[src/rtl/regfile_wb_scheduler_if.sv]
// Bundle of the write-back scheduler's producer, issue, read-port and register-file write signals.
// master = execute/issue side and testbench, slave = scheduler.
interface regfile_wb_scheduler_if #(
  parameter int DATA_W = 32,
  parameter int ADDR_W = 5
);
  logic              alu_valid;
  logic [ADDR_W-1:0] alu_addr;
  logic [DATA_W-1:0] alu_data;
  logic              alu_ready;

  logic              mem_valid;
  logic [ADDR_W-1:0] mem_addr;
  logic [DATA_W-1:0] mem_data;
  logic              mem_ready;

  logic              issue_valid;
  logic [ADDR_W-1:0] issue_addr;
  logic              issue_ready;

  logic [ADDR_W-1:0] rd_addra;
  logic [ADDR_W-1:0] rd_addrb;
  logic              busy_a;
  logic              busy_b;

  logic              enc;
  logic [ADDR_W-1:0] addrc;
  logic [DATA_W-1:0] datac;
  logic [ADDR_W:0]   pending;

  modport master (
    output alu_valid, alu_addr, alu_data,
    input  alu_ready,
    output mem_valid, mem_addr, mem_data,
    input  mem_ready,
    output issue_valid, issue_addr,
    input  issue_ready,
    output rd_addra, rd_addrb,
    input  busy_a, busy_b,
    input  enc, addrc, datac, pending
  );

  modport slave (
    input  alu_valid, alu_addr, alu_data,
    output alu_ready,
    input  mem_valid, mem_addr, mem_data,
    output mem_ready,
    input  issue_valid, issue_addr,
    output issue_ready,
    input  rd_addra, rd_addrb,
    output busy_a, busy_b,
    output enc, addrc, datac, pending
  );
endinterface

[src/rtl/regfile_wb_scheduler.sv]
// Round-robin arbiter for the register-file write port (ALU vs load) plus a
// per-register pending-write scoreboard used by issue to stall on RAW/WAW hazards.
module regfile_wb_scheduler #(
  parameter int DATA_W = 32,
  parameter int ADDR_W = 5,
  parameter int NREGS  = 2**ADDR_W
) (
  input  logic                  i_clk,
  input  logic                  i_rst_n,
  regfile_wb_scheduler_if.slave bus
);

  typedef enum logic {
    PTR_ALU = 1'b0,
    PTR_MEM = 1'b1
  } ptr_e;

  ptr_e              r_ptr;
  logic [NREGS-1:0]  r_busy;
  logic [ADDR_W:0]   r_pending;
  logic              r_enc;
  logic [ADDR_W-1:0] r_addrc;
  logic [DATA_W-1:0] r_datac;

  logic              w_grant_alu;
  logic              w_grant_mem;
  logic              w_issue_ready;
  logic              w_issue_fire;
  logic [NREGS-1:0]  w_set;
  logic [NREGS-1:0]  w_clr;
  logic [NREGS-1:0]  w_busy_next;
  logic [ADDR_W:0]   w_pending_next;

  // A lone requester always wins; the pointer only breaks ties.
  assign w_grant_alu = i_rst_n & bus.alu_valid & (~bus.mem_valid | (r_ptr == PTR_ALU));
  assign w_grant_mem = i_rst_n & bus.mem_valid & (~bus.alu_valid | (r_ptr == PTR_MEM));

  // A register still being cleared this cycle is reported busy, so WAW waits one more cycle.
  assign w_issue_ready = i_rst_n & ~r_busy[bus.issue_addr];
  assign w_issue_fire  = bus.issue_valid & w_issue_ready;

  assign bus.alu_ready   = w_grant_alu;
  assign bus.mem_ready   = w_grant_mem;
  assign bus.issue_ready = w_issue_ready;
  assign bus.busy_a      = r_busy[bus.rd_addra];
  assign bus.busy_b      = r_busy[bus.rd_addrb];
  assign bus.enc         = r_enc;
  assign bus.addrc       = r_addrc;
  assign bus.datac       = r_datac;
  assign bus.pending     = r_pending;

  // Set wins over clear on the same bit: a fresh reservation outlives an unrelated write.
  genvar gi;
  generate
    for (gi = 0; gi < NREGS; gi++) begin : g_busy
      assign w_set[gi]       = w_issue_fire & (bus.issue_addr == ADDR_W'(gi));
      assign w_clr[gi]       = r_enc & (r_addrc == ADDR_W'(gi));
      assign w_busy_next[gi] = w_set[gi] | (r_busy[gi] & ~w_clr[gi]);
    end
  endgenerate

  always_comb begin
    w_pending_next = '0;
    for (int i = 0; i < NREGS; i++) begin
      w_pending_next = w_pending_next + (ADDR_W+1)'(w_busy_next[i]);
    end
  end

  always_ff @(posedge i_clk) begin
    if (!i_rst_n) begin
      r_ptr     <= PTR_ALU;
      r_busy    <= '0;
      r_pending <= '0;
      r_enc     <= 1'b0;
      r_addrc   <= '0;
      r_datac   <= '0;
    end else begin
      r_busy    <= w_busy_next;
      r_pending <= w_pending_next;
      r_enc     <= w_grant_alu | w_grant_mem;
      if (w_grant_alu) begin
        r_addrc <= bus.alu_addr;
        r_datac <= bus.alu_data;
        r_ptr   <= PTR_MEM;
      end else if (w_grant_mem) begin
        r_addrc <= bus.mem_addr;
        r_datac <= bus.mem_data;
        r_ptr   <= PTR_ALU;
      end
    end
  end

endmodule

[src/flat_wrapper.sv]
// flat-port wrapper written by rule: the top's interface ports become plain ports
module regfile_wb_scheduler_flat 
#(
  parameter int DATA_W = 32,
  parameter int ADDR_W = 5,
  parameter int NREGS  = 2**ADDR_W
)
  (i_clk, i_rst_n, bus_alu_valid, bus_alu_addr, bus_alu_data, bus_alu_ready, bus_mem_valid, bus_mem_addr, bus_mem_data, bus_mem_ready, bus_issue_valid, bus_issue_addr, bus_issue_ready, bus_rd_addra, bus_rd_addrb, bus_busy_a, bus_busy_b, bus_enc, bus_addrc, bus_datac, bus_pending);
  regfile_wb_scheduler_if #(.DATA_W(DATA_W), .ADDR_W(ADDR_W)) bus_i ();
  input  logic i_clk;
  input  logic i_rst_n;
  input wire logic [$bits(bus_i.alu_valid)-1:0] bus_alu_valid;
  input wire logic [$bits(bus_i.alu_addr)-1:0] bus_alu_addr;
  input wire logic [$bits(bus_i.alu_data)-1:0] bus_alu_data;
  output wire logic [$bits(bus_i.alu_ready)-1:0] bus_alu_ready;
  input wire logic [$bits(bus_i.mem_valid)-1:0] bus_mem_valid;
  input wire logic [$bits(bus_i.mem_addr)-1:0] bus_mem_addr;
  input wire logic [$bits(bus_i.mem_data)-1:0] bus_mem_data;
  output wire logic [$bits(bus_i.mem_ready)-1:0] bus_mem_ready;
  input wire logic [$bits(bus_i.issue_valid)-1:0] bus_issue_valid;
  input wire logic [$bits(bus_i.issue_addr)-1:0] bus_issue_addr;
  output wire logic [$bits(bus_i.issue_ready)-1:0] bus_issue_ready;
  input wire logic [$bits(bus_i.rd_addra)-1:0] bus_rd_addra;
  input wire logic [$bits(bus_i.rd_addrb)-1:0] bus_rd_addrb;
  output wire logic [$bits(bus_i.busy_a)-1:0] bus_busy_a;
  output wire logic [$bits(bus_i.busy_b)-1:0] bus_busy_b;
  output wire logic [$bits(bus_i.enc)-1:0] bus_enc;
  output wire logic [$bits(bus_i.addrc)-1:0] bus_addrc;
  output wire logic [$bits(bus_i.datac)-1:0] bus_datac;
  output wire logic [$bits(bus_i.pending)-1:0] bus_pending;
  assign bus_i.alu_valid = bus_alu_valid;
  assign bus_i.alu_addr = bus_alu_addr;
  assign bus_i.alu_data = bus_alu_data;
  assign bus_alu_ready = bus_i.alu_ready;
  assign bus_i.mem_valid = bus_mem_valid;
  assign bus_i.mem_addr = bus_mem_addr;
  assign bus_i.mem_data = bus_mem_data;
  assign bus_mem_ready = bus_i.mem_ready;
  assign bus_i.issue_valid = bus_issue_valid;
  assign bus_i.issue_addr = bus_issue_addr;
  assign bus_issue_ready = bus_i.issue_ready;
  assign bus_i.rd_addra = bus_rd_addra;
  assign bus_i.rd_addrb = bus_rd_addrb;
  assign bus_busy_a = bus_i.busy_a;
  assign bus_busy_b = bus_i.busy_b;
  assign bus_enc = bus_i.enc;
  assign bus_addrc = bus_i.addrc;
  assign bus_datac = bus_i.datac;
  assign bus_pending = bus_i.pending;
  regfile_wb_scheduler #(.DATA_W(DATA_W), .ADDR_W(ADDR_W), .NREGS(NREGS)) u_core (.i_clk(i_clk), .i_rst_n(i_rst_n), .bus(bus_i));
endmodule
[config.mk]
export PLATFORM = sky130hd
export DESIGN_NAME = regfile_wb_scheduler_flat
export DESIGN_NICKNAME = d
export VERILOG_FILES = /design/src/rtl/regfile_wb_scheduler_if.sv /design/src/rtl/regfile_wb_scheduler.sv /design/src/flat_wrapper.sv
export SDC_FILE = /design/constraint.sdc
export NUM_CORES = 1
export LEC_CHECK = 0
export CAP_MARGIN = 0
export CORE_MARGIN = 3
export CORE_UTILIZATION = 23
export DETAILED_ROUTE_END_ITERATION = 7
export PLACE_DENSITY = 0.54
export SLEW_MARGIN = 20
export SYNTH_ARGS = -nofsm -noshare
export SYNTH_HDL_FRONTEND = slang
export SYNTH_SLANG_ARGS = --single-unit
[constraint.sdc]
create_clock -name i_clk -period 7.6 [get_ports i_clk]
set_clock_uncertainty 0.05 [all_clocks]
set_input_delay 1.52 -clock i_clk [delete_from_list [all_inputs] [get_ports i_clk]]
set_output_delay 1.52 -clock i_clk [all_outputs]
set_load 0.005 [all_outputs]
Word-level counts from Yosys, hierarchy flattened --
Cells that the tools add are included.
Storage, ports and cells: logic and storage cells 290, bits in registers 77, input bits 94, output and inout port bits 49
Operators by class: $lt $le $gt $ge 3, muxes and demuxes 12, equal/unequal tests 62, bitwise operators 173, reduce and logical (&&, ||, !) cells 3, $add $sub $neg 31
Operators with widths (number):
- $add 6x1->6 | 30
- $eq 5x5->1 const B | 32
- $and 1x1->1 | 102
- $eq 5x4->1 const B | 16
- $mux 32 | 2
- $eq 5x3->1 const B | 8
- $not 1->1 | 36
- $or 1x1->1 | 35
- $eq 5x2->1 const B | 4
- $lt 5x6->1 const B | 3
- $bmux 1 s5 | 3
- $eq 5x1->1 const B | 2
- $logic_not 5->1 | 2
- $mux 5 | 2
- $mux 1 | 5
- $add 1x1->2 | 1
- $reduce_bool 2->1 | 1

Logic depth before layout (Yosys ltp) --
word-level depth 38, mapped depth 22, gate-level depth less buffers 22

Worst setup path before layout --
No wires, ideal clock.
path kind input to register, start point in bus_issue_addr[1], end point reg u_core.r_pending[4] (netlist: u_core.bus.pending[4]), stages on the path 20, setup slack -0.064 ns, library setup time 0.129 ns, buffers on the path 0, arrival 7.486 ns, cells stage by stage mux4_2 -> or4_4 -> o31ai_4 -> ha_1 -> inv_1 -> fa_1 -> inv_1 -> fa_1 -> fa_1 -> fa_1 -> fa_1 -> inv_1 -> fa_1 -> inv_1 -> fa_1 -> fa_1 -> a21o_1 -> a21oi_1 -> xor2_1 -> nor2_1
On the way: cells in the longest elaborated chain, start to end 38, elaborated cells between the ends (all ways) 132, those cells by class add/sub (31); eq/ne (31); mux (2); bitwise (67); reduce/logical (1)
RTL lines:
- from (decl) | RTL line flat_wrapper.sv:21 | input wire logic [$bits(bus_i.issue_addr)-1:0] bus_issue_addr;
- $bmux 1 s5 | RTL line regfile_wb_scheduler.sv:39 | assign w_issue_ready = i_rst_n & ~r_busy[bus.issue_addr];
- $mux 1 (implied by the code) | RTL line regfile_wb_scheduler.sv:39
- $not 1->1 | RTL line regfile_wb_scheduler.sv:39
- $and 1x1->1 | RTL line regfile_wb_scheduler.sv:39
- $and 1x1->1 | RTL line regfile_wb_scheduler.sv:40 | assign w_issue_fire = bus.issue_valid & w_issue_ready;
- $and 1x1->1 * | RTL line regfile_wb_scheduler.sv:56 | assign w_set[gi] = w_issue_fire & (bus.issue_addr == ADDR_W'(gi));
- $or 1x1->1 * | RTL line regfile_wb_scheduler.sv:58 | assign w_busy_next[gi] = w_set[gi] | (r_busy[gi] & ~w_clr[gi]);
- via u_core.w_busy_next[0] | RTL line regfile_wb_scheduler.sv:31 | logic [NREGS-1:0] w_busy_next;
- $add 1x1->2 * | RTL line regfile_wb_scheduler.sv:65 | w_pending_next = w_pending_next + (ADDR_W+1)'(w_busy_next[i]);
- $add 6x1->6 * (30 in a row) | RTL line regfile_wb_scheduler.sv:65
- to (signal assigned) | RTL line regfile_wb_scheduler.sv:79 | r_pending <= w_pending_next;
- to (decl) | RTL line regfile_wb_scheduler.sv:20 | logic [ADDR_W:0] r_pending;
The timed path passes the listed nets; every way through them passes the cells marked *. The select of a mux whose other input is x is not followed. A chain may end at the register's enable or synchronous reset.

Worst setup path in the final report --
start point in bus_issue_addr[1], end point reg u_core.r_pending[4] (netlist: u_core.bus.pending[4])
On the way: cells in the longest elaborated chain, start to end 38, elaborated cells between the ends (all ways) 132, those cells by class add/sub (31); eq/ne (31); mux (2); bitwise (67); reduce/logical (1)
RTL lines (RTL line):
- $bmux 1 s5 | regfile_wb_scheduler.sv:39
- $mux 1 (implied by the code) | regfile_wb_scheduler.sv:39
- $not 1->1 | regfile_wb_scheduler.sv:39
- $and 1x1->1 | regfile_wb_scheduler.sv:39
- $and 1x1->1 | regfile_wb_scheduler.sv:40
- $and 1x1->1 | regfile_wb_scheduler.sv:56
- $or 1x1->1 | regfile_wb_scheduler.sv:58
- $add 1x1->2 | regfile_wb_scheduler.sv:65
- $add 6x1->6 (29 in a row) | regfile_wb_scheduler.sv:65
- $add 6x1->6 * | regfile_wb_scheduler.sv:65
Mark *: on every way between the ends. The rest lies on a longest branch, timed or not. The select of a mux whose other input is x is not followed.

==> impl_metrics.toml <==
[clock_network]
path_clk_slew_ns = 0.06
cts_tree = "done"
clkLatencyLatePin_ns = 0.34
numCtsBuffers = 9
root_buffer = "clkbuf_16"
cts_buffer_depth = 2
cts_max_level = 3
cts_sinks = 77

[synth]
avgSynthCellArea_um2 = 9.49
synth_nets = 612
synthTopCellsByArea = "dfxtp_1, mux4_2, fa_1"
ys.warnings.count = 0
synth_ff_type = "dfxtp_1"
synth-edff-count = 0
syn_area_um2 = 4610
synth.distinct_cells = 40
synth_cells = 486
synth_area_leader_cell = "dfxtp_1"
synth-seq-area-share_pct = 33.4
async_flop_share_pct = 0
synth.ff_latch_count = 77
synth_top_area_share_pct = 33.4

[grt]
grt_overflow = 0
grt_first_pass_wirelength_um = 23700
grt_pass1_vias = 4494
use_met2_pct = 22.8
grt-busiest-layer = "met2"
grt.total_usage_pct = 13.8
grt_max_degree = 59
global_route.usage.met3_pct = 3.89
antenna_found_initial = 0
use_met1_pct = 17.2

[layout]
final_core_util_pct = 35.1
diodes = 0
syn_to_final_growth_pct = 49.0
nets = 771
register_area_um2 = 1540
design_area_um2 = 6880
fillerInstances = 1989
drive_gt1_share_pct = 16.8
multiInputGateArea_um2 = 2850

[worst_setup_path]
crit_end = "u_core.bus.pending[4]"
r2r-end = "u_core.bus.pending[4]"
arrival_ns = 7.60
crit_top_cell = "fa_1"
startpoint_type = "input port"
crit_path_start = "bus_issue_addr[1]"
reg2reg_slack_ns = 0.98
crit_family = "adder cells"
crit_path_end_kind = "flop"
crit_cells = 21
reg2reg_from = "u_core.bus.addrc[0]"
path_class = "in2reg"
worstPathCellList = "buf_4 > mux4_2 > or4_4 > buf_4 > nor3b_2 > a21oi_2 > fa_1 > inv_2 > fa_1 > fa_1 > fa_1 > fa_1 > inv_2 > fa_1 > inv_2 > fa_2 > fa_2 > a21o_1 > a21oi_2 > xor2_1 > nor2_1"
max_stage_delay_ns = 0.57
cp_max_fo = 4
critPathBufInv = 5
cp.required_ns = 7.75
rr_worst_depth = 21
crit_path_top_delay_cell = "fa_1"

[sta]
fmax_mhz = 134
grt_setup_unrepaired = "false"
setup_viol_count_final = 0
final-hold-violation-count = 0
min_period_over_period_pct = 98.1
worst_pin_slew_ns = 1.01
fin_crit_ns = 7.45
slew_headroom_pct = 32.5
drv_slew = 0

[floorplanning]
die-area_um2 = 21800
die_w_um = 148
num_rows = 51
core_area_um2 = 19600
num_io_pins = 143
initial_utilization_pct = 23.5
die_h_um = 148

[min_path]
holdPathStages = 2
hold_class = "reg2reg"

[placed_design]
port_buffers = 142
globalplace.congestion = 0.867
dp_hpwl_um = 12000
place_area_um2 = 6520

[power]
leakage_nw = 2.70
total_power_w = 0.00111
ir_drop_mv = 0.105
p_per_area_nw_per_um2 = 161

[route]
wl_per_cell_um = 16.4
wl_um = 15000
firstDrtPassIters = 5
ant_nets = 0
remaining_drc_errors = 0
vias = 4333
vias_per_cell = 4.74
drt_first_iter_violations = 299

[run]
drv_cap = 0

[outcome]
status = "finished, final reports clean"
-- metrics by stage --
step	setup WS [ns]	setup TNS (ns)	hold slack (ns)	std cells
6_report	0.148	0	0.402	915
5_1_grt	0.0192	0	0.426	915
4_1_cts	0.0109	0	0.404	915
3_5_place_dp	-0.793	-2.73	0.396	896
3_3_place_gp	-0.699	-2.34	0.392	896
2_1_floorplan	0.0250	0	0.403	486
-- power breakdown --
part	internal, W	switching [W]	leakage (nW)
logic	0.000113	0.0000874	1.91
registers	0.000421	0.0000133	0.627
clock network	0.000306	0.000165	0.156
total	0.000840	0.000266	2.70
-- logic make-up after synthesis --
| logic type | Yosys count | synth area share, % |
|---|---|---|
| AND/OR/NAND/NOR | 131 | 13.5 |
| AO/OA/AOI/OAI | 146 | 20.5 |
| XOR/XNOR | 2 | 0.380 |
| adder cells (fa/ha/maj) | 32 | 12.6 |
| buffers and inverters | 64 | 5.34 |
| multiplexers | 34 | 14.3 |
| flip-flops | 77 | 33.4 |
-- tightest hold or removal path, delay by kind of cell (launching register included) --
family | cells | cell delay [ns]
compound gates | 1 | 0.05
flops | 1 | 0.30
simple gates | 1 | 0.05
-- layer usage --
| metal | vias to the layer above | share of wire [%] |
|---|---|---|
| met1 | 2045 | 43 |
| li1 | 2058 | - |
| met5 | - | 0 |
| met4 | 0 | 2.2 |
| met2 | 208 | 47 |
| met3 | 22 | 7.9 |
-- Yosys cell counts, drive strengths merged (2+ instances only) --
| cell | number |
|---|---|
| nor2b | 11 |
| nand3 | 2 |
| nor3 | 3 |
| and2 | 21 |
| nand2b | 3 |
| a21oi | 66 |
| ha | 8 |
| buf | 6 |
| inv | 33 |
| dfxtp | 77 |
| a31o | 11 |
| a22oi | 43 |
| mux2i | 5 |
| mux2 | 4 |
| a21o | 2 |
| mux4 | 25 |
| o211a | 2 |
| nor2 | 32 |
| and3 | 3 |
| nand2 | 51 |
| a31oi | 13 |
| o21ai | 5 |
| clkbuf | 25 |
| fa | 24 |
-- how the worst min path moves through the flow --
stage	start	to	slack, ns
after floorplan	u_core.bus.datac[0]	u_core.bus.datac[0]	0.40
after global placement	u_core.bus.datac[16]	u_core.bus.datac[16]	0.39
after detailed placement	u_core.bus.datac[24]	u_core.bus.datac[24]	0.40
after CTS	u_core.bus.datac[24]	u_core.bus.datac[24]	0.40
after global routing	u_core.bus.datac[5]	u_core.bus.datac[5]	0.43
final	u_core.bus.datac[24]	u_core.bus.datac[24]	0.40
-- area by class of cell --
type	count	share of cell area (%)
clock buffers	13	3.79
well taps	265	4.82
inverters	33	1.80
clock inverters	3	0.983
flip-flops and latches	77	22.4
multi-input cells	345	41.4
repair buffers	179	24.8
-- state kept, by name, indices dropped and copies added (netlist names) --
register	cells
u_core.bus.addrc	5
u_core.bus.pending	6
u_core.bus.datac	32
u_core.bus.enc	1
u_core.r_busy	32
u_core.r_ptr	1
-- cells in the final DEF (no fill, tap or decap), types with 3 or more instances in the layout --
cell,instances
a22oi_1,43
fa_1,22
nand2_1,51
mux4_2,25
inv_1,29
clkdlybuf4s50_1,137
o21ai_0,3
mux2_2,4
a31o_2,11
a21oi_1,63
and3_1,3
nor2_1,30
mux2i_1,5
nor3_1,3
nand2b_1,3
dlymetal6s2s_1,3
and2_1,20
buf_4,38
nor2b_1,11
dfxtp_1,77
ha_1,8
inv_2,4
clkbuf_16,9
a31oi_1,13
-- repair_timing --
action                                 CTS  global route
gates resized for setup                  6             7
endpoints found under the hold margin    0             0
pin swaps                               13            14
setup buffers                            3             0
setup endpoints to repair                5             3
hold buffers                             0             0
Note: power is estimated with default switching activity, not from simulation.
